<file path="src/rtl/result_collector.sv">
// Collects single-bit results from a 4-stage assembly line into bytes, tracking sample validity with a shadow shift register.
// Optional macro RESULT_COLLECTOR_PARITY_EN adds the registered even-parity output out_parity.
module result_collector (
    input  logic       clk,
    input  logic       clear,
    input  logic       load,
    input  logic       in_valid,
    input  logic       f,
    input  logic       out_ready,
    output logic [7:0] out_byte,
    output logic       out_valid,
    output logic       overflow,
    output logic [2:0] bit_count,
    output logic       pipe_busy
`ifdef RESULT_COLLECTOR_PARITY_EN
    ,
    output logic       out_parity
`endif
);

    typedef enum logic {
        EMPTY = 1'b0,
        FULL  = 1'b1
    } state_e;

    state_e      state_q, state_d;
    logic [3:0]  v_q, v_d;
    logic        cap_pend_q, cap_pend_d;
    logic [6:0]  sh_q, sh_d;
    logic [2:0]  bit_cnt_q, bit_cnt_d;
    logic [7:0]  out_byte_q, out_byte_d;
    logic        ovf_q, ovf_d;
    logic        offer;
    logic [7:0]  offer_byte;
`ifdef RESULT_COLLECTOR_PARITY_EN
    logic        parity_q, parity_d;
`endif

    // Valid shadow and bit capture. cap_pend is armed by the load edge that
    // shifts a valid tag out of v[3], so the capture lands on the following
    // edge whether or not that edge is itself a load.
    always_comb begin
        v_d        = v_q;
        cap_pend_d = 1'b0;
        sh_d       = sh_q;
        bit_cnt_d  = bit_cnt_q;
        offer      = 1'b0;
        offer_byte = {sh_q, f};
        if (load) begin
            v_d        = {v_q[2:0], in_valid};
            cap_pend_d = v_q[3];
        end
        if (cap_pend_q) begin
            sh_d      = {sh_q[5:0], f};
            bit_cnt_d = bit_cnt_q + 3'd1;
            offer     = (bit_cnt_q == 3'd7);
        end
    end

    // Output holding register: one-byte skid with sticky drop flag
    always_comb begin
        state_d    = state_q;
        out_byte_d = out_byte_q;
        ovf_d      = ovf_q;
        case (state_q)
            EMPTY: begin
                if (offer) begin
                    state_d    = FULL;
                    out_byte_d = offer_byte;
                end
            end
            FULL: begin
                if (offer) begin
                    if (out_ready) begin
                        out_byte_d = offer_byte;
                    end else begin
                        ovf_d = 1'b1;
                    end
                end else if (out_ready) begin
                    state_d = EMPTY;
                end
            end
            default: state_d = EMPTY;
        endcase
    end

`ifdef RESULT_COLLECTOR_PARITY_EN
    assign parity_d = ^out_byte_d;
`endif

    always_ff @(posedge clk or negedge clear) begin
        if (!clear) begin
            state_q    <= EMPTY;
            v_q        <= 4'd0;
            cap_pend_q <= 1'b0;
            sh_q       <= 7'd0;
            bit_cnt_q  <= 3'd0;
            out_byte_q <= 8'd0;
            ovf_q      <= 1'b0;
`ifdef RESULT_COLLECTOR_PARITY_EN
            parity_q   <= 1'b0;
`endif
        end else begin
            state_q    <= state_d;
            v_q        <= v_d;
            cap_pend_q <= cap_pend_d;
            sh_q       <= sh_d;
            bit_cnt_q  <= bit_cnt_d;
            out_byte_q <= out_byte_d;
            ovf_q      <= ovf_d;
`ifdef RESULT_COLLECTOR_PARITY_EN
            parity_q   <= parity_d;
`endif
        end
    end

    assign out_byte  = out_byte_q;
    assign out_valid = (state_q == FULL);
    assign overflow  = ovf_q;
    assign bit_count = bit_cnt_q;
    assign pipe_busy = |v_q;
`ifdef RESULT_COLLECTOR_PARITY_EN
    assign out_parity = parity_q;
`endif

endmodule

</file>
<file path="config.mk">
export PLATFORM = sky130hd
export DESIGN_NAME = result_collector
export DESIGN_NICKNAME = d
export VERILOG_FILES = /design/src/rtl/result_collector.sv
export SDC_FILE = /design/constraint.sdc
export NUM_CORES = 1
export LEC_CHECK = 0
export CORE_MARGIN = 10
export CORE_UTILIZATION = 35
export CTS_BUF_LIST = sky130_fd_sc_hd__clkbuf_4 sky130_fd_sc_hd__clkbuf_8
export CTS_CLUSTER_DIAMETER = 200
export DETAILED_ROUTE_END_ITERATION = 8
export SLEW_MARGIN = 5
export SYNTH_ARGS = -nofsm -noshare
export SYNTH_HDL_FRONTEND = slang
export SYNTH_SLANG_ARGS = --single-unit
</file>
<file path="constraint.sdc">
create_clock -name clk -period 2 [get_ports clk]
set_input_delay 0.3 -clock clk [delete_from_list [all_inputs] [get_ports clk]]
set_output_delay 0.3 -clock clk [all_outputs]
set_load 0.01 [all_outputs]
</file>
# After elaboration in Yosys (flattened, before gate mapping)
# Index checks and enable logic that the tools add are counted.
[totals]
out_inout_bits = 14
regBits = 25
in_bits = 6
[classes]
n_addsub = 1
n_mux = 10
reduce_logical = 3
n_eq_ne = 4
n_bitwise = 2
[ops]
columns = ["cell", "count"]
rows = [
  ["two-way mux 8 bit", 3],
  ["case mux 8 bit (2 select lines)", 1],
  ["AND reduction 3 bit", 2],
  ["two-way mux 1 bit", 5],
  ["inequality test 2 bit (second input constant)", 2],
  ["OR reduction 4 bit", 1],
  ["adder 3 x 1 -> 3 bit (second input constant)", 1],
  ["equality test 3 bit (second input constant)", 1],
  ["inequality test 2 x 1 -> 1 bit (second input constant)", 1],
  ["NOT 1 bit", 2],
  ["case mux 1 bit (2 select lines)", 1],
]

# Longest topological paths before layout
[logic_depth]
depth_word = 4
depth_mapped = 6
ltp_nobuf = 5

# Worst setup path before layout
# Ideal clock, no wire load.
[synth_path]
path_type = "register to register"
startpoint = "register bit_cnt_q[0], in the netlist bit_count[0]"
endpoint = "register out_byte_q[0], in the netlist out_byte[0]"
stages_incl_launch_ff = 7
n_path_buf = 1
path_slack_ps = 524
arrival_ps = 1351
synth_period_minus_slack_ps = 1476
setup_ps = 125
required_ps = 1875
path_cell_list = "dfrtp_1 ha_1 ha_1 nand2_2 nor2b_4 buf_6 mux2_4"
[synth_between]
elab_chain_cells = 4
word_cells_on_any_way = 5
cone_classes = "eq/ne (3); mux (1); reduce/logical (1)"
[synth_rtl]
columns = ["element", "line_no", "rtl"]
rows = [
  ["start: declaration", "30", "logic [2:0] bit_cnt_q, bit_cnt_d;"],
  ["start signal: assignment", "108", "bit_cnt_q <= bit_cnt_d;"],
  ["equality test 3 bit (*)", "56", "offer = (bit_cnt_q == 3'd7);"],
  ["two-way mux 1 bit (*)", "53", "if (cap_pend_q) begin"],
  ["inequality test 2 bit (no line) / inequality test 2 x 1 -> 1 bit (equally long branches)", "-", ""],
  ["AND reduction 3 bit (no line) (*)", "-", ""],
  ["end signal: assignment", "109", "out_byte_q <= out_byte_d;"],
  ["end: declaration", "31", "logic [7:0] out_byte_q, out_byte_d;"],
]
# Mark *: on every way between the ends. The rest lies on a longest branch, timed or not.
# A chain may end at the register's enable or synchronous reset.

# Worst setup path after layout
[layout_path]
startpoint = "register v_q[1]"
endpoint = "output port pipe_busy"
[layout_between]
elab_chain_cells = 1
[layout_rtl]
columns = ["element", "line_no", "rtl"]
rows = [
  ["start: declaration", "27", "logic [3:0] v_q, v_d;"],
  ["start signal: assignment", "105", "v_q <= v_d;"],
  ["OR reduction 4 bit", "121", "assign pipe_busy = |v_q;"],
  ["end: declaration", "14", "output logic pipe_busy"],
]
# No other way between the ends.

==> key figures <==
Status
  – Status: complete, no violations

Layout
  – Reg area: 625.6 sq um
  – Layout area overhead: 25.63%
  – ANT cells: 0
  – Share of cells above drive strength 1: 0.3704
  – Non-filler cells, final: 112
  – Final #Nets: 90
  – Cell area after layout: 0.001257 sq mm
  – Multi-input gate area: 359.1 sq um
  – Fillers: 257

Global routing
  – First-pass GRT wire length: 2704 um
  – GRT overflow: 0
  – Largest net degree at the start of global routing: 26
  – Initial antenna violation count: 0
  – Global Route Usage Sum: 0.06362
  – Vias in the first global route: 574

Route
  – Pre-antenna DRT Iters: 2
  – Iteration-0 DRC Markers: 24
  – DRC viols: 0
  – Routed len/inst: 13.79 um
  – DR vias/cell: 4.652
  – Vias: 521
  – Final WL: 1544 um
  – Antenna-violating nets left: 0

Timing
  – Max Fclk: 548.6 MHz
  – Fin Setup TNS: 0 ns
  – Final Hold Viols: 0
  – Final Skew: 0.008285 ns
  – Tcrit/Tclk final: 0.9114
  – Worst-Margin Slew: 0.3361 ns
  – Slew Viols, Final: 0
  – Final Setup Violations: 0
  – Crit path time final: 1.823 ns
  – Slew headroom: 0.7755
  – RSZ-0062 raised after global routing: no

Clock tree
  – Total CTS buffers: 3
  – # H-tree levels: 1
  – CTS tree: yes
  – Clock sink count: 25
  – Root Driver: clkbuf_4
  – Clk buf depth: 2
  – Clock slew at reported path FFs: 0.13 ns
  – Clk Latency, worst-skew pair: 0.31 ns
  – Postcts setup bufs: 0

Floorplan
  – Width of the die: 73.48 um
  – Area of the die: 0.005399 sq mm
  – Die Span Y: 73.48 um
  – # IOs: 20
  – Core ar.: 0.002734 sq mm
  – Initial Util: 0.3661
  – # rows: 19

Placement
  – RePlAce Congestion: 0.6426
  – Placed cell area: 0.001229 sq mm
  – IO Port Bufs: 19
  – Placed Cells incl. Taps: 108

Setup path
  – Worst path slowest cell: or4_1
  – Top cell family by delay on the critical path: simple AND/OR/NAND/NOR gates
  – Max incr delay on CP: 0.51 ns
  – WP data arrival: 1.52 ns
  – Crit-path max FO: 3
  – R2r setup slk: 0.45 ns
  – Critical-path cell list: or4_1, dlygate4sd2_1
  – Crit path kind: flip-flop to output pin
  – CP endpoint: pipe_busy
  – Reg2Reg Depth: 5
  – Launch point of the worst path: v_q[1]
  – WP buf/inv: 1
  – Cell depth of the worst setup path: 2
  – R2R Path End: out_byte[3]
  – CP Capture Type: output pin
  – Startpoint types: flip-flop
  – Reg-to-reg critical path startpoint: bit_count[0]
  – Worst EP required: 1.70 ns

Logic synthesis
  – Yosys cell types: 14
  – Mapped cell area: 0.001001 sq mm
  – Seq/Total Area, Yosys: 0.6250
  – Synth Instances: 58
  – Yosys reg bits: 25
  – Syn Area/Cell: 17.26 sq um
  – Top-area cell type share of the netlist area: 0.6250
  – YS warnings: 0
  – Syn Nets: 66
  – Synth area leader: dfrtp_1
  – Synth area leaders: dfrtp_1 63%, mux2_2 15%, mux2_4 12%

Power and ir drop
  – Power density over the cells: 1302 mW/mm^2
  – Leakage: 0.5671 nW
  – Clk pwr share: 0.142
  – Switching power: 0.4493 mW
  – Comb power frac: 0.359
  – Power, Total: 1.637 mW
  – Switching share of total power: 0.2744
  – Sequential Power Share: 0.499
  – VDD IR max: 0.7504 mV
  – Internal power consumption: 1.188 mW

Flow run
  – Max Cap Viol: 0

Hold path
  – Hold Path Class: input pin to async pin
-- stage by stage --
| step | setup slack, ns | hold slack, ns | util |
|---|---|---|---|
| 6_report | 0.1772 | 0.3432 | 0.4600 |
| 5_1_grt | 0.07159 | 0.3649 | 0.4600 |
| 4_1_cts | 0.1502 | 0.3572 | 0.4600 |
| 3_5_place_dp | 0.3209 | 0.4824 | 0.4494 |
| 3_3_place_gp | 0.3108 | 0.4574 | 0.4494 |
| 2_1_floorplan | 0.5236 | 0.004409 | - |
-- kinds of logic after synthesis --
family,Yosys count,share of synthesized area
adders and majority gates,2,0.02500
AOI/OAI and AO/OA,1,0.007503
xor gates and xnor gates,1,0.008752
and+or+nand+nor,6,0.05125
buffers and inverters,2,0.01624
DFF,25,0.6250
muxes,21,0.2663
-- placed cells by master (no fill, tap or decap), types with 2 or more instances in the layout --
master            n
dfrtp_1          25
mux2_2           13
mux2_4            8
buf_4             2
clkbuf_4          4
ha_1              2
clkdlybuf4s50_1  18
-- worst register-to-register path: stages (launching register included) --
cell and delay, ns:
dfrtp_1 0.41, ha_1 0.17, ha_1 0.15, nand2_2 0.08
nor2b_4 0.31, mux2_4 0.33
-- metal layers --
metal	up-vias	global-route usage	share of wire
met4	0	0.01863	0.0052
met3	2	0.04172	0.12
met2	15	0.1004	0.46
met1	254	0.06800	0.41
met5	-	0	0
li1	250	-	-
-- how the worst min path moves through the flow --
| stage | start | endpoint | slack (ns) | cells after the start |
|---|---|---|---|---|
| global route | clear | out_byte[3] | 0.36 | 2 |
| detailed placement | overflow | overflow | 0.48 | 1 |
| global placement | overflow | overflow | 0.46 | 1 |
| finish | clear | out_byte[7] | 0.34 | 2 |
| CTS | clear | out_byte[6] | 0.36 | 2 |
| floorplan | clear | bit_count[0] | 0.004 | 0 |
-- area by class of cell --
type / instances / share of cell area
Clock buffer: 4 / 0.02388
Timing Repair Buffer: 21 / 0.1622
Multi-Input combinational cell: 31 / 0.2856
Sequential cell: 25 / 0.4975
Tap cell: 31 / 0.03085
-- flip-flops by register name (all words and copies together), names as in the netlist --
name / count
v_q: 4
cap_pend_q: 1
sh_q: 7
out_valid: 1
overflow: 1
out_byte: 8
bit_count: 3
-- power by group through the flow --
stage / clock (mW) / sequential [mW] / combinational, mW
after floorplan: 0 / 0.855 / 0.286
after global placement: 0 / 0.831 / 0.599
after detailed placement: 0 / 0.833 / 0.605
after CTS: 0.247 / 0.824 / 0.603
after global routing: 0.267 / 0.849 / 0.655
final: 0.232 / 0.817 / 0.588
-- Yosys cell counts (all sizes together) --
master,count
dfrtp,25
mux2,21
buf,2
ha,2
nand2,2
and2,1
nand2b,1
nor2b,1
o21bai,1
or4,1
xor2,1
-- what timing repair did --
action | CTS | global route
gates resized for setup | 1 | 0
hold buffers | 0 | 0
setup endpoints to repair | 1 | 0
endpoints found under the hold margin | 0 | 0
Note: power is estimated with default switching activity, not from simulation.
==> RTL change (same flow settings) <==
`sh_q` no longer has a reset.
--- a/src/rtl/result_collector.sv
+++ b/src/rtl/result_collector.sv
@@ -95,3 +95,2 @@
             cap_pend_q <= 1'b0;
-            sh_q       <= 7'd0;
             bit_cnt_q  <= 3'd0;
@@ -106,3 +105,2 @@
             cap_pend_q <= cap_pend_d;
-            sh_q       <= sh_d;
             bit_cnt_q  <= bit_cnt_d;
@@ -114,2 +112,6 @@
         end
+    end
+
+    always_ff @(posedge clk) begin
+        sh_q <= sh_d;
     end
Behaviour: no difference found for any inputs over 10 cycles, from zero or initial values; that may be too few to reach the edited logic, so the function may still have changed.
==> RTL change against the unedited design <==
Cell count fell by 7.1%. Power down 8.1%. Cell area shrank 3.6%. Synthesized area is 4.0% lower. Via count decreased by 9.0%. Synthesized cell count shrank 14%. Sequential share of layout area increased by 4.7 points. Maximum frequency decreased by 0.77%. Global-route usage decreased by 0.51 points. Sequential cell count unchanged. Clock skew grew 0.0061 ns. Worst hold slack worse by 0.061 ns. Worst setup slack got worse by 0.014 ns. Routed wire length is 7.2% lower.
==> RTL change: results (changes against the unedited design) <==
Placer Congestion=0.656 (+2.0%); first-pass GRT wire length=2430 microns (-10%); Num CTS Buffers=3 (unchanged); clock buffer depth=2 (unchanged); CTS root buffer=clkbuf_4; antenna cells=0 (unchanged); routed via count=474 (-9.0%); Clock transition at path regs=0.14 ns; largest net degree at the start of global routing=19 (-27%); Main synth FF type=dfrtp_1; Avg WL per Cell=13.8 microns (about the same); Max Slew Vio Count=0 (unchanged); met3 WL=139 microns (-27%); GRT met1 Usage=0.0647 (-0.00325); pre-CTS WS=0.317 ns (-0.00418 ns); Synth top cells by count=18 x dfrtp_1, 8 x mux2_4, 7 x edfxtp_1, 6 x mux2_2, 2 x ha_1; path type of the worst min-delay path=in2async; H-tree depth=1 (unchanged); mean post-synth cell area=19.2 sq um (+11%); Lkg Pwr=0.000515 uW (-9.1%); proportion of synthesized chip area in sequential cells=0.688 (+0.0625); Largest register FFs=8 (unchanged); initial antenna violation count=0 (unchanged); Critical Path AT=1.54 ns (+0.02 ns); Nets=83 (-7.8%); async set or reset register ratio after synthesis=0.720 (-0.280); placed insts=100 (-7.4%); GR Util met3=0.0435 (+0.00181); Worst Skew=0.0144 ns (+0.00609 ns); IO Port Bufs=19 (unchanged); reg-to-reg critical path endpoint=out_byte[0]; Synth area leaders=dfrtp_1 47%, edfxtp_1 22%, mux2_4 13%; all-layer global routing usage=0.0585 (-0.00509); status=complete, no violations; FF-to-FF Start=bit_count[0]; Yosys cell types=14 (unchanged); max layer used=met4; number of global-route vias before repair=523 (-8.9%); drt drc=0 (unchanged); share of layout cells above drive strength 1=0.311 (-0.0596); R2R depth=5 (unchanged); Clock Latency Late Sink=0.32 ns; M2 GR Usage=0.0884 (-0.0119); Post-Syn Nets=58 (-12%); number of synthesis warnings=0 (unchanged); WL met2=681 microns (-3.4%); 1st-iter DRT viols=16 (-33%); Post-synth EDFFs=7 (+7); Worst-Margin Slew=0.341 ns (+0.00473 ns); flop2flop setup slack=0.43 ns (-0.02 ns); Pre-antenna DRT Iters=2 (unchanged); Max Fanout on Critical Path=3 (unchanged); Post-Route M1 WL=605 microns (-5.3%); Net Switching=409 uW (-8.9%); fin cells=104 (-7.1%); worst vdd ir=636 uV (-15%)
RTL change: final cells by class:
type	instances	area [sq um]
repair buffers	21	204
flip-flops and latches	25	661
clock buffers	3	22.5
well taps	30	37.5
multi-input cells	24	280
clock inverters	1	7.51
fillers	230	1330
RTL change: critical path, stage by stage (launching register included):
cell and delay, ns:
dfrtp_1 0.41, or4_1 0.52, dlygate4sd2_1 0.30
RTL change: logic make-up after synthesis:
logic type / after synthesis / synth area share
xor gates and xnor gates: 1 / 0.00912
buffers and inverters: 1 / 0.0208
and+or+nand+nor: 6 / 0.0534
AOI/OAI and AO/OA: 1 / 0.00782
muxes: 14 / 0.195
adders and majority gates: 2 / 0.0260
DFF: 25 / 0.687
RTL change: worst max-delay path by stage:
stage                             from          end  slack [ns]  depth (start not counted)
after global placement       out_ready  out_byte[0]        0.32                          4
after CTS                       v_q[1]    pipe_busy        0.13                          2
after global routing            v_q[1]    pipe_busy        0.07                          2
after detailed placement        v_q[1]    pipe_busy        0.32                          2
after floorplan           bit_count[0]  out_byte[0]        0.52                          6
final                           v_q[1]    pipe_busy        0.16                          2
RTL change: through the flow:
step / cell area (sq um) / hold slack (ns)
6_report: 1210 / 0.282
5_1_grt: 1210 / 0.270
4_1_cts: 1210 / 0.276
3_5_place_dp: 1180 / 0.436
3_3_place_gp: 1180 / 0.437
2_1_floorplan: 961 / 0.00441
RTL change: power by group through the flow:
stage | registers [uW] | logic (uW) | clock network, uW
finish | 756 | 523 | 226
detailed placement | 770 | 540 | 0
CTS | 759 | 538 | 245
floorplan | 814 | 210 | 0
global route | 776 | 573 | 262
global placement | 764 | 531 | 0
RTL change: what timing repair did:
item | 4_1_cts | 5_1_grt
endpoints found under the setup margin | 1 | 0
resized for setup | 1 | 0
buffers inserted | 0 | 0
